--- src/rtl/alu_cmd_sequencer.sv ---
// alu_cmd_sequencer: parses UART command frames, strobes the ALU and streams its 16-bit result to the TX FIFO.
// Optional watchdog on the result wait is enabled by defining ALU_TIMEOUT_EN (adds the TIMEOUT parameter).
module alu_cmd_sequencer #(
  parameter int DATA_WIDTH = 8,
  parameter logic [DATA_WIDTH-1:0] CMD_OPER = 8'hCC,
  parameter logic [DATA_WIDTH-1:0] CMD_NOOPER = 8'hDD
`ifdef ALU_TIMEOUT_EN
  , parameter int TIMEOUT = 16
`endif
) (
  input  logic                    i_clk,
  input  logic                    i_rst_n,
  input  logic [DATA_WIDTH-1:0]   i_rx_p_data,
  input  logic                    i_rx_d_vld,
  input  logic [2*DATA_WIDTH-1:0] i_alu_out,
  input  logic                    i_out_valid,
  input  logic                    i_fifo_full,
  output logic                    o_alu_en,
  output logic [3:0]              o_alu_fun,
  output logic [DATA_WIDTH-1:0]   o_op_a,
  output logic [DATA_WIDTH-1:0]   o_op_b,
  output logic [DATA_WIDTH-1:0]   o_tx_p_data,
  output logic                    o_tx_d_vld,
  output logic                    o_busy,
  output logic                    o_err
);
  typedef enum logic [2:0] {IDLE, GET_A, GET_B, GET_FUN, ALU_RUN, WAIT_RES, SEND_LO, SEND_HI} state_t;
  state_t r_state, w_next;
  logic                    r_alu_en, w_alu_en;
  logic [3:0]              r_alu_fun, w_alu_fun;
  logic [DATA_WIDTH-1:0]   r_op_a, w_op_a, r_op_b, w_op_b, r_tx_data, w_tx_data;
  logic                    r_tx_vld, w_tx_vld, r_busy, w_busy, r_err, w_err;
  logic [2*DATA_WIDTH-1:0] r_res, w_res;
  logic                    w_send, w_expire;

`ifdef ALU_TIMEOUT_EN
  localparam int CW = $clog2(TIMEOUT + 1);
  logic [CW-1:0] r_wd_cnt;
  // watchdog counts cycles spent in WAIT_RES, zero whenever outside it
  always_ff @(posedge i_clk or negedge i_rst_n)
    if (!i_rst_n) r_wd_cnt <= '0;
    else r_wd_cnt <= (r_state == WAIT_RES) ? r_wd_cnt + 1'b1 : '0;
  assign w_expire = r_state == WAIT_RES && !i_out_valid && r_wd_cnt == CW'(TIMEOUT - 1);
`else
  assign w_expire = 1'b0;
`endif

  // state register
  always_ff @(posedge i_clk or negedge i_rst_n)
    if (!i_rst_n) r_state <= IDLE;
    else r_state <= w_next;

  // next-state decode; bytes arriving in busy states are simply not looked at
  always_comb begin
    w_next = r_state;
    case (r_state)
      IDLE:     if (i_rx_d_vld) w_next = i_rx_p_data == CMD_OPER ? GET_A : i_rx_p_data == CMD_NOOPER ? GET_FUN : IDLE;
      GET_A:    if (i_rx_d_vld) w_next = GET_B;
      GET_B:    if (i_rx_d_vld) w_next = GET_FUN;
      GET_FUN:  if (i_rx_d_vld) w_next = ALU_RUN;
      ALU_RUN:  w_next = WAIT_RES;
      WAIT_RES: w_next = i_out_valid ? SEND_LO : w_expire ? IDLE : WAIT_RES;
      SEND_LO:  if (!i_fifo_full) w_next = SEND_HI;
      SEND_HI:  if (!i_fifo_full) w_next = IDLE;
      default:  w_next = IDLE;
    endcase
  end

  // next values of the registered outputs and the result holding register
  always_comb begin
    w_send    = (r_state == SEND_LO || r_state == SEND_HI) && !i_fifo_full;
    w_alu_en  = r_state == ALU_RUN;
    w_busy    = w_next inside {ALU_RUN, WAIT_RES, SEND_LO, SEND_HI};
    w_err     = w_expire || (r_state == IDLE && i_rx_d_vld && i_rx_p_data != CMD_OPER && i_rx_p_data != CMD_NOOPER);
    w_tx_vld  = w_send;
    w_tx_data = !w_send ? r_tx_data : r_state == SEND_LO ? r_res[DATA_WIDTH-1:0] : r_res[2*DATA_WIDTH-1:DATA_WIDTH];
    w_op_a    = (r_state == GET_A && i_rx_d_vld) ? i_rx_p_data : r_op_a;
    w_op_b    = (r_state == GET_B && i_rx_d_vld) ? i_rx_p_data : r_op_b;
    w_alu_fun = (r_state == GET_FUN && i_rx_d_vld) ? i_rx_p_data[3:0] : r_alu_fun;
    w_res     = (r_state == WAIT_RES && i_out_valid) ? i_alu_out : r_res;
  end

  // output registers; reset aborts any pending TX write at once
  always_ff @(posedge i_clk or negedge i_rst_n)
    if (!i_rst_n) begin
      r_alu_en  <= 1'b0;
      r_alu_fun <= '0;
      r_op_a    <= '0;
      r_op_b    <= '0;
      r_tx_data <= '0;
      r_tx_vld  <= 1'b0;
      r_busy    <= 1'b0;
      r_err     <= 1'b0;
      r_res     <= '0;
    end else begin
      r_alu_en  <= w_alu_en;
      r_alu_fun <= w_alu_fun;
      r_op_a    <= w_op_a;
      r_op_b    <= w_op_b;
      r_tx_data <= w_tx_data;
      r_tx_vld  <= w_tx_vld;
      r_busy    <= w_busy;
      r_err     <= w_err;
      r_res     <= w_res;
    end

  assign o_alu_en    = r_alu_en;
  assign o_alu_fun   = r_alu_fun;
  assign o_op_a      = r_op_a;
  assign o_op_b      = r_op_b;
  assign o_tx_p_data = r_tx_data;
  assign o_tx_d_vld  = r_tx_vld;
  assign o_busy      = r_busy;
  assign o_err       = r_err;
endmodule

--- config.mk ---
export PLATFORM = sky130hd
export DESIGN_NAME = alu_cmd_sequencer
export DESIGN_NICKNAME = d
export VERILOG_FILES = /design/src/rtl/alu_cmd_sequencer.sv
export SDC_FILE = /design/constraint.sdc
export NUM_CORES = 1
export LEC_CHECK = 0
export ABC_AREA = 1
export CAP_MARGIN = 15
export CORE_MARGIN = 2
export CORE_UTILIZATION = 38
export CTS_CLUSTER_DIAMETER = 60
export DETAILED_ROUTE_END_ITERATION = 8
export GPL_ROUTABILITY_DRIVEN = 0
export GPL_TIMING_DRIVEN = 0
export PLACE_DENSITY = 0.73
export SETUP_SLACK_MARGIN = 0.05
export SYNTH_ARGS = -nofsm -noshare
export SYNTH_HDL_FRONTEND = slang
export SYNTH_SLANG_ARGS = --single-unit
--- constraint.sdc ---
create_clock -name i_clk -period 3.3 [get_ports i_clk]
set_clock_uncertainty 0.1 [all_clocks]
set_input_delay 0.33 -clock i_clk [delete_from_list [all_inputs] [get_ports i_clk]]
set_output_delay 0.33 -clock i_clk [all_outputs]
set_load 0.1 [all_outputs]
==> flow_summary.json, run 1 <==
{
  "min_period_over_period_pct": 68.36,
  "arrival_ns": 1.83,
  "drc_errors": 0,
  "antenna_found_initial": 0,
  "final_area_sq_um": 3004,
  "drt_pass1_iterations": 4,
  "grt_max_degree": 41,
  "h-tree-depth": 2,
  "die_h_um": 80.30,
  "cp.required_ns": 2.87,
  "hold_ws_ns": 0.3436,
  "cp_slowest_stage_delay_ns": 1.14,
  "num_rows": 27,
  "layout-drive-gt1-share_pct": 13.14,
  "rsz0062_at_grt": "no",
  "clockRootBuffer": "clkbuf_8",
  "yosysUniqueCellTypes": 20,
  "syn_area_sq_um": 2212,
  "fmax_mhz": 443.3,
  "io_pins": 61,
  "clockBufferDepth": 2,
  "clk_latency_ns": 0.29,
  "overflow": 0,
  "placed_cell_area_sq_um": 2918,
  "cts_tree": "built",
  "route.vias.total": 1773,
  "cp_cell_sequence": "clkdlybuf4s50_1",
  "core_sq_um": 5574,
  "final_cell_mix": "nand2_1 (60), clkdlybuf4s50_1 (59), dfrtp_1 (50)",
  "netlist_instances": 243,
  "synth-seq-cells": 50,
  "avgSynthCellArea_sq_um": 9.103,
  "path_class": "flip-flop to output port",
  "path_buf_inv": 1,
  "ctsResizeCount": 0,
  "ys_warn_count": 0,
  "drt_iter0_drc": 81,
  "seq_area_frac_synth_pct": 56.56,
  "hpwl_um": 3583,
  "grt_pass1_vias": 1752,
  "status": "finished, final reports clean",
  "nNetsFinal": 341,
  "crit_fanout": 2,
  "start_kind": "flip-flop",
  "track_usage_pct": 16.17,
  "syn_to_final_growth_pct": 35.80,
  "finalHoldViolCount": 0,
  "n_antenna_cell": 0,
  "path_clk_slew_ns": 0.09,
  "wire_per_inst_um": 12.61,
  "hold_path_class": "input pin to asynchronous set/reset pin",
  "finalSetupViolCount": 0,
  "die_area_sq_um": 6447,
  "grt_pass1_wl_um": 8162,
  "syn_nets": 272,
  "layout_commonest_cell": "nand2_1",
  "via_per_inst": 4.617,
  "crit_family": "buffers and inverters",
  "drv_slew": 0,
  "routed_wl_um": 4843,
  "cts_buffers": 5,
  "worst_pin_slew_ns": 0.9934,
  "final_util_pct": 53.89,
  "drv_cap": 0,
  "detail-route-antenna-nets": 0,
  "initial_core_util_pct": 39.69,
  "cts.sinks": 50,
  "die_w_um": 80.30,
  "timing.final.crit_period_ns": 2.256,
  "cpMaxStageDelayCell": "clkdlybuf4s50_1",
  "numPortBuffers": 60,
  "slew_headroom_pct": 33.57,
  "cp-end-kind": "output port",
  "setup-tns-final_ns": 0
}
[per-layer routing]
metal,share of wire (%),global-route usage [%]
met2,49,25.50
met4,1.2,4.576
met3,3.3,2.472
met5,0,0
met1,47,23.12
[cell families after synthesis]
family | Yosys count | synth area share (%)
AND/OR/NAND/NOR | 96 | 19.12
AO/OA/AOI/OAI | 55 | 15.27
flip-flops | 50 | 56.56
buffers and inverters | 42 | 9.049
[layout make-up]
class | instances | area (sq um)
clock buffer | 7 | 76.32
sequential | 50 | 1251
inverter | 33 | 123.9
tap | 72 | 90.09
timing repair buffer | 62 | 625.6
buffer | 9 | 76.32
fill | 509 | 2570
multi-input combinational | 151 | 760.7
[final timing paths]
path | cells past startpoint | to | slack [ns] | startpoint
min | 2 | o_op_b[6]$_DFFE_PN0P_ | 0.34 | i_rst_n
min in group i_clk | 2 | o_op_b[2]$_DFFE_PN0P_ | 0.39 | o_op_b[2]$_DFFE_PN0P_
max | 1 | o_tx_p_data[4] | 1.04 | o_tx_p_data[4]$_DFFE_PN0P_
max reg2reg | 6 | o_op_a[6]$_DFFE_PN0P_ | 1.87 | o_busy$_DFF_PN0_
min reg2reg | 2 | o_op_b[2]$_DFFE_PN0P_ | 0.39 | o_op_b[2]$_DFFE_PN0P_
max in group asynchronous | 3 | r_res[3]$_DFFE_PN0P_ | 2.27 | i_rst_n
[synth_stat cells]
library cell	number	share of area (%)
nand4_2	1	0.57
nor2_1	13	2.2
clkbuf_2	1	0.23
a21boi_0	1	0.34
nand2_1	60	10
o21ai_0	27	6.1
nor2_2	1	0.28
nand2_2	3	0.85
nand3_1	7	1.6
o21ai_2	16	6.3
inv_2	2	0.34
nor2_4	1	0.51
inv_1	31	5.3
nor2_8	1	0.91
nor3_1	9	2.0
a21oi_1	2	0.45
buf_6	5	2.5
o21ai_1	9	2.0
buf_2	3	0.68
dfrtp_1	50	57
[metrics by stage]
step / instances / worst slack [ns]
floorplan: 243 / 1.455
global placement: 375 / 0.3581
detailed placement: 376 / 1.366
CTS: 384 / 1.036
global route: 384 / 1.006
finish: 384 / 1.044
[sequential cells by signal, indices dropped and copies added (netlist names), named ones only]
register	flops
o_alu_en	1
o_alu_fun	4
o_busy	1
o_err	1
o_op_a	8
o_op_b	8
o_tx_d_vld	1
o_tx_p_data	8
r_res	16
[timing repair]
item,CTS,global route
endpoints found under the hold margin,10,0
endpoints found under the setup margin,0,0
setup buffers,0,0
hold buffers,1,0
Power of run 1 is not shown: default switching activity piles up to over one toggle a cycle in this logic, so the estimate is an artifact.
==> run 2, diff against run 1 <==
clock period = 2.2 ns   (was 3.3 ns; I/O delays follow)
==> flow_summary.json, run 2 (synthesized netlist as in run 1, its figures left out) <==
{
  "arrival_ns": 1.79,
  "n_antenna_cell": 0,
  "route.vias.total": 1779,
  "worst_pin_slew_ns": 0.9985,
  "cp-endpoint": "o_op_b[1]",
  "nNetsFinal": 341,
  "via_per_inst": 4.633,
  "track_usage_pct": 16.17,
  "crit_fanout": 2,
  "cp.required_ns": 1.88,
  "slew_headroom_pct": 33.33,
  "overflow": 0,
  "status": "finished, final reports clean",
  "fmax_mhz": 473.3,
  "start_kind": "flip-flop",
  "drc_errors": 0,
  "routed-wl-met3_um": 197,
  "min_period_over_period_pct": 96.03,
  "grt_pass1_vias": 1752,
  "cpMaxStageDelayCell": "clkdlybuf4s50_1",
  "antenna_found_initial": 0,
  "dp_slack_ns": 0.3757,
  "routed.top_layer": "met4",
  "finalSetupViolCount": 0,
  "setup_slack_ns": 0.08737,
  "io_pins": 61,
  "die_h_um": 80.30,
  "post_cts_buffers": 0,
  "cts_tree": "built",
  "rrSetupSlack_ns": 0.76,
  "wire_per_inst_um": 12.70,
  "wl_met2_um": 2398,
  "hold_path_class": "input pin to asynchronous set/reset pin",
  "largest_register_ffs": 16,
  "cp.depth": 1,
  "clockBufferDepth": 2,
  "placed_cell_area_sq_um": 2918,
  "r2r_cells": 6,
  "h-tree-depth": 2,
  "detail-route-antenna-nets": 0,
  "num_rows": 27,
  "cts_buffers": 5,
  "rsz0062_at_grt": "no",
  "r2r_start": "o_busy$_DFF_PN0_",
  "drt_iter0_drc": 93,
  "clockRootBuffer": "clkbuf_8",
  "hold_ws_ns": 0.2338,
  "drt_pass1_iterations": 4,
  "crit_family": "buffers and inverters",
  "crit_path_start": "o_op_b[1]$_DFFE_PN0P_",
  "core_sq_um": 5574,
  "cp-end-kind": "output port",
  "initial_core_util_pct": 39.69,
  "grt_max_degree": 41,
  "finalHoldViolCount": 0,
  "timing.rr.end": "o_op_a[6]$_DFFE_PN0P_",
  "final_area_sq_um": 3048,
  "path_class": "flip-flop to output port",
  "clk_latency_ns": 0.29,
  "largest_register": "r_res",
  "cp_slowest_stage_delay_ns": 1.14,
  "path_buf_inv": 1,
  "cp_cell_sequence": "clkdlybuf4s50_1",
  "drv_cap": 0,
  "met1_length_um": 2225,
  "die_area_sq_um": 6447,
  "numPortBuffers": 60,
  "routed_wl_um": 4877,
  "drv_slew": 0,
  "cts.sinks": 50,
  "layout_commonest_cell": "nand2_1",
  "path_clk_slew_ns": 0.09,
  "die_w_um": 80.30,
  "final_cell_mix": "nand2_1 (60), dfrtp_1 (50), clkdlybuf4s50_1 (40)",
  "hpwl_um": 3583,
  "layout-drive-gt1-share_pct": 13.14,
  "grt_pass1_wl_um": 8162,
  "timing.final.crit_period_ns": 2.113,
  "syn_to_final_growth_pct": 37.78
}
[run 2: cell count changes in the layout (fill, tap and decap cells not counted), sizes merged]
cell / previous run / this run
clkdlybuf4s50: 59 / 40
dlygate4sd2: 0 / 1
dlymetal6s2s: 0 / 18
[run 2: worst min-delay path by stage]
stage	startpoint	endpoint	slack (ns)	cells past startpoint
floorplan	i_rst_n	asynchronous set/reset pin	-0.18	0
global placement	o_op_b[1]$_DFFE_PN0P_	o_op_b[1]$_DFFE_PN0P_	0.36	2
detailed placement	i_rst_n	o_op_b[6]$_DFFE_PN0P_	0.02	1
CTS	i_rst_n	o_op_b[6]$_DFFE_PN0P_	0.23	2
global route	i_rst_n	o_op_b[6]$_DFFE_PN0P_	0.25	2
finish	i_rst_n	o_op_b[6]$_DFFE_PN0P_	0.23	2
[run 2: final cells by class]
cell class	count	area [sq um]
tap	72	90.09
clock buffer	7	76.32
fill	506	2526
multi-input combinational	151	760.7
timing repair buffer	62	669.4
inverter	33	123.9
buffer	9	76.32
sequential	50	1251
[run 2: routing by layer]
layer  vias to the layer above  global-route usage (%)
li1                        910                       -
met1                       824                   23.12
met2                        41                   25.50
met3                         4                   2.472
met4                         0                   4.576
met5                         -                       0
[run 2: through the flow]
stage	std cells	TNS (ns)	utilization (%)
final	384	0	54.68
after global placement	375	-31.44	52.08
after floorplan	243	0	-
after global routing	384	0	54.68
after detailed placement	376	0	52.35
after CTS	384	0	53.87
[run 2: what timing repair did]
item | in CTS | in global routing
gates resized for setup | 1 | 18
hold buffers | 1 | 0
hold endpoints to repair | 10 | 0
setup endpoints to repair | 1 | 18
pin swaps | 0 | 0
Power of run 2 is left out for the same reason.
==> run 3, diff against run 2 <==
CAP_MARGIN = 0   (was 15)
CTS_BUF_LIST = sky130_fd_sc_hd__clkbuf_4 sky130_fd_sc_hd__clkbuf_8   (was not set)
==> flow_summary.json, run 3 (synthesized netlist as in run 1, its figures left out) <==
{
  "final_util_pct": 54.81,
  "via_per_inst": 4.635,
  "slew_headroom_pct": 33.34,
  "path_clk_slew_ns": 0.09,
  "largest_register_ffs": 16,
  "wire_per_inst_um": 12.71,
  "fill_cells": 502,
  "cts.sinks": 50,
  "core_sq_um": 5574,
  "finalSetupViolCount": 0,
  "grt_max_degree": 41,
  "routed.top_layer": "met4",
  "finalNonFillerCells": 384,
  "cts_tree": "built",
  "crit_family": "buffers and inverters",
  "placed_cells": 376,
  "arrival_ns": 1.79,
  "overflow": 0,
  "initial_core_util_pct": 39.69,
  "die_h_um": 80.30,
  "status": "finished, final reports clean",
  "largest_register": "r_res",
  "route.vias.total": 1780,
  "cpMaxStageDelayCell": "clkdlybuf4s50_1",
  "setup_slack_ns": 0.08565,
  "syn_to_final_growth_pct": 38.12,
  "drt_pass1_iterations": 4,
  "dp_slack_ns": 0.3757,
  "cp-end-kind": "output port",
  "met1_length_um": 2231,
  "start_kind": "flip-flop",
  "cp_cell_sequence": "clkdlybuf4s50_1",
  "antenna_found_initial": 0,
  "cts_buffers": 5,
  "grt_pass1_wl_um": 8162,
  "cp.required_ns": 1.88,
  "drt_iter0_drc": 93,
  "path_buf_inv": 1,
  "hold_path_class": "input pin to asynchronous set/reset pin",
  "track_usage_pct": 16.17,
  "finalHoldViolCount": 0,
  "final_cell_mix": "nand2_1 (60), dfrtp_1 (50), clkdlybuf4s50_1 (40)",
  "layout_commonest_cell": "nand2_1",
  "crit_fanout": 2,
  "hpwl_um": 3583,
  "detail-route-antenna-nets": 0,
  "post_cts_buffers": 0,
  "path_class": "flip-flop to output port",
  "clk_latency_ns": 0.29,
  "io_pins": 61,
  "wl_met2_um": 2394,
  "layout-drive-gt1-share_pct": 13.78,
  "drv_slew": 0,
  "nNetsFinal": 341,
  "grt_pass1_vias": 1752,
  "die_area_sq_um": 6447,
  "cp_slowest_stage_delay_ns": 1.14,
  "clockRootBuffer": "clkbuf_8",
  "rsz0062_at_grt": "no",
  "num_rows": 27,
  "numPortBuffers": 60,
  "fmax_mhz": 473.0,
  "n_antenna_cell": 0,
  "min_period_over_period_pct": 96.11,
  "worst_pin_slew_ns": 0.9983,
  "routed-wl-met3_um": 197,
  "clockBufferDepth": 2,
  "die_w_um": 80.30,
  "routed_wl_um": 4879,
  "timing.final.crit_period_ns": 2.114,
  "drv_cap": 0,
  "drc_errors": 0,
  "h-tree-depth": 2
}
-- run 3: metal layers --
metal	GRT usage [%]	vias to the layer above
met2	25.50	41
met3	2.472	4
met4	4.576	0
met5	0	-
met1	23.12	825
li1	-	910
-- run 3: worst paths after layout --
kind / from / endpoint / cells past startpoint / slack (ns)
worst max-delay path: o_op_b[1]$_DFFE_PN0P_ / o_op_b[1] / 1 / 0.09
worst max register to register: o_busy$_DFF_PN0_ / o_op_a[6]$_DFFE_PN0P_ / 6 / 0.76
worst min register to register: o_op_a[3]$_DFFE_PN0P_ / o_op_a[3]$_DFFE_PN0P_ / 2 / 0.38
min in group i_clk: i_alu_out[5] / r_res[5]$_DFFE_PN0P_ / 3 / 0.38
worst min-delay path: i_rst_n / o_op_b[6]$_DFFE_PN0P_ / 2 / 0.23
max in group asynchronous: i_rst_n / r_res[3]$_DFFE_PN0P_ / 3 / 1.28
-- run 3: repair_timing --
| action | in CTS | in global routing |
|---|---|---|
| gates resized for setup | 1 | 18 |
| endpoints found under the hold margin | 10 | 0 |
| endpoints found under the setup margin | 1 | 18 |
| gates cloned | 0 | 0 |
| hold buffers | 1 | 0 |
-- run 3: layout make-up --
class / instances / area [sq um] / area share [%]
sequential: 50 / 1251 / 40.95
tap: 72 / 90.09 / 2.948
timing repair buffer: 62 / 669.4 / 21.91
inverter: 33 / 123.9 / 4.054
clock buffer: 7 / 83.83 / 2.744
buffer: 9 / 76.32 / 2.498
multi-input combinational: 151 / 760.7 / 24.90
-- run 3: metrics by stage --
stage / cell area [sq um] / setup TNS, ns / hold slack [ns]
3_3_place_gp: 2903 / -31.44 / 0.3649
5_1_grt: 3055 / 0 / 0.2541
6_report: 3055 / 0 / 0.2338
3_5_place_dp: 2918 / 0 / 0.01619
2_1_floorplan: 2212 / 0 / -0.1756
4_1_cts: 3010 / 0 / 0.2286
Power of run 3 is left out for the same reason.
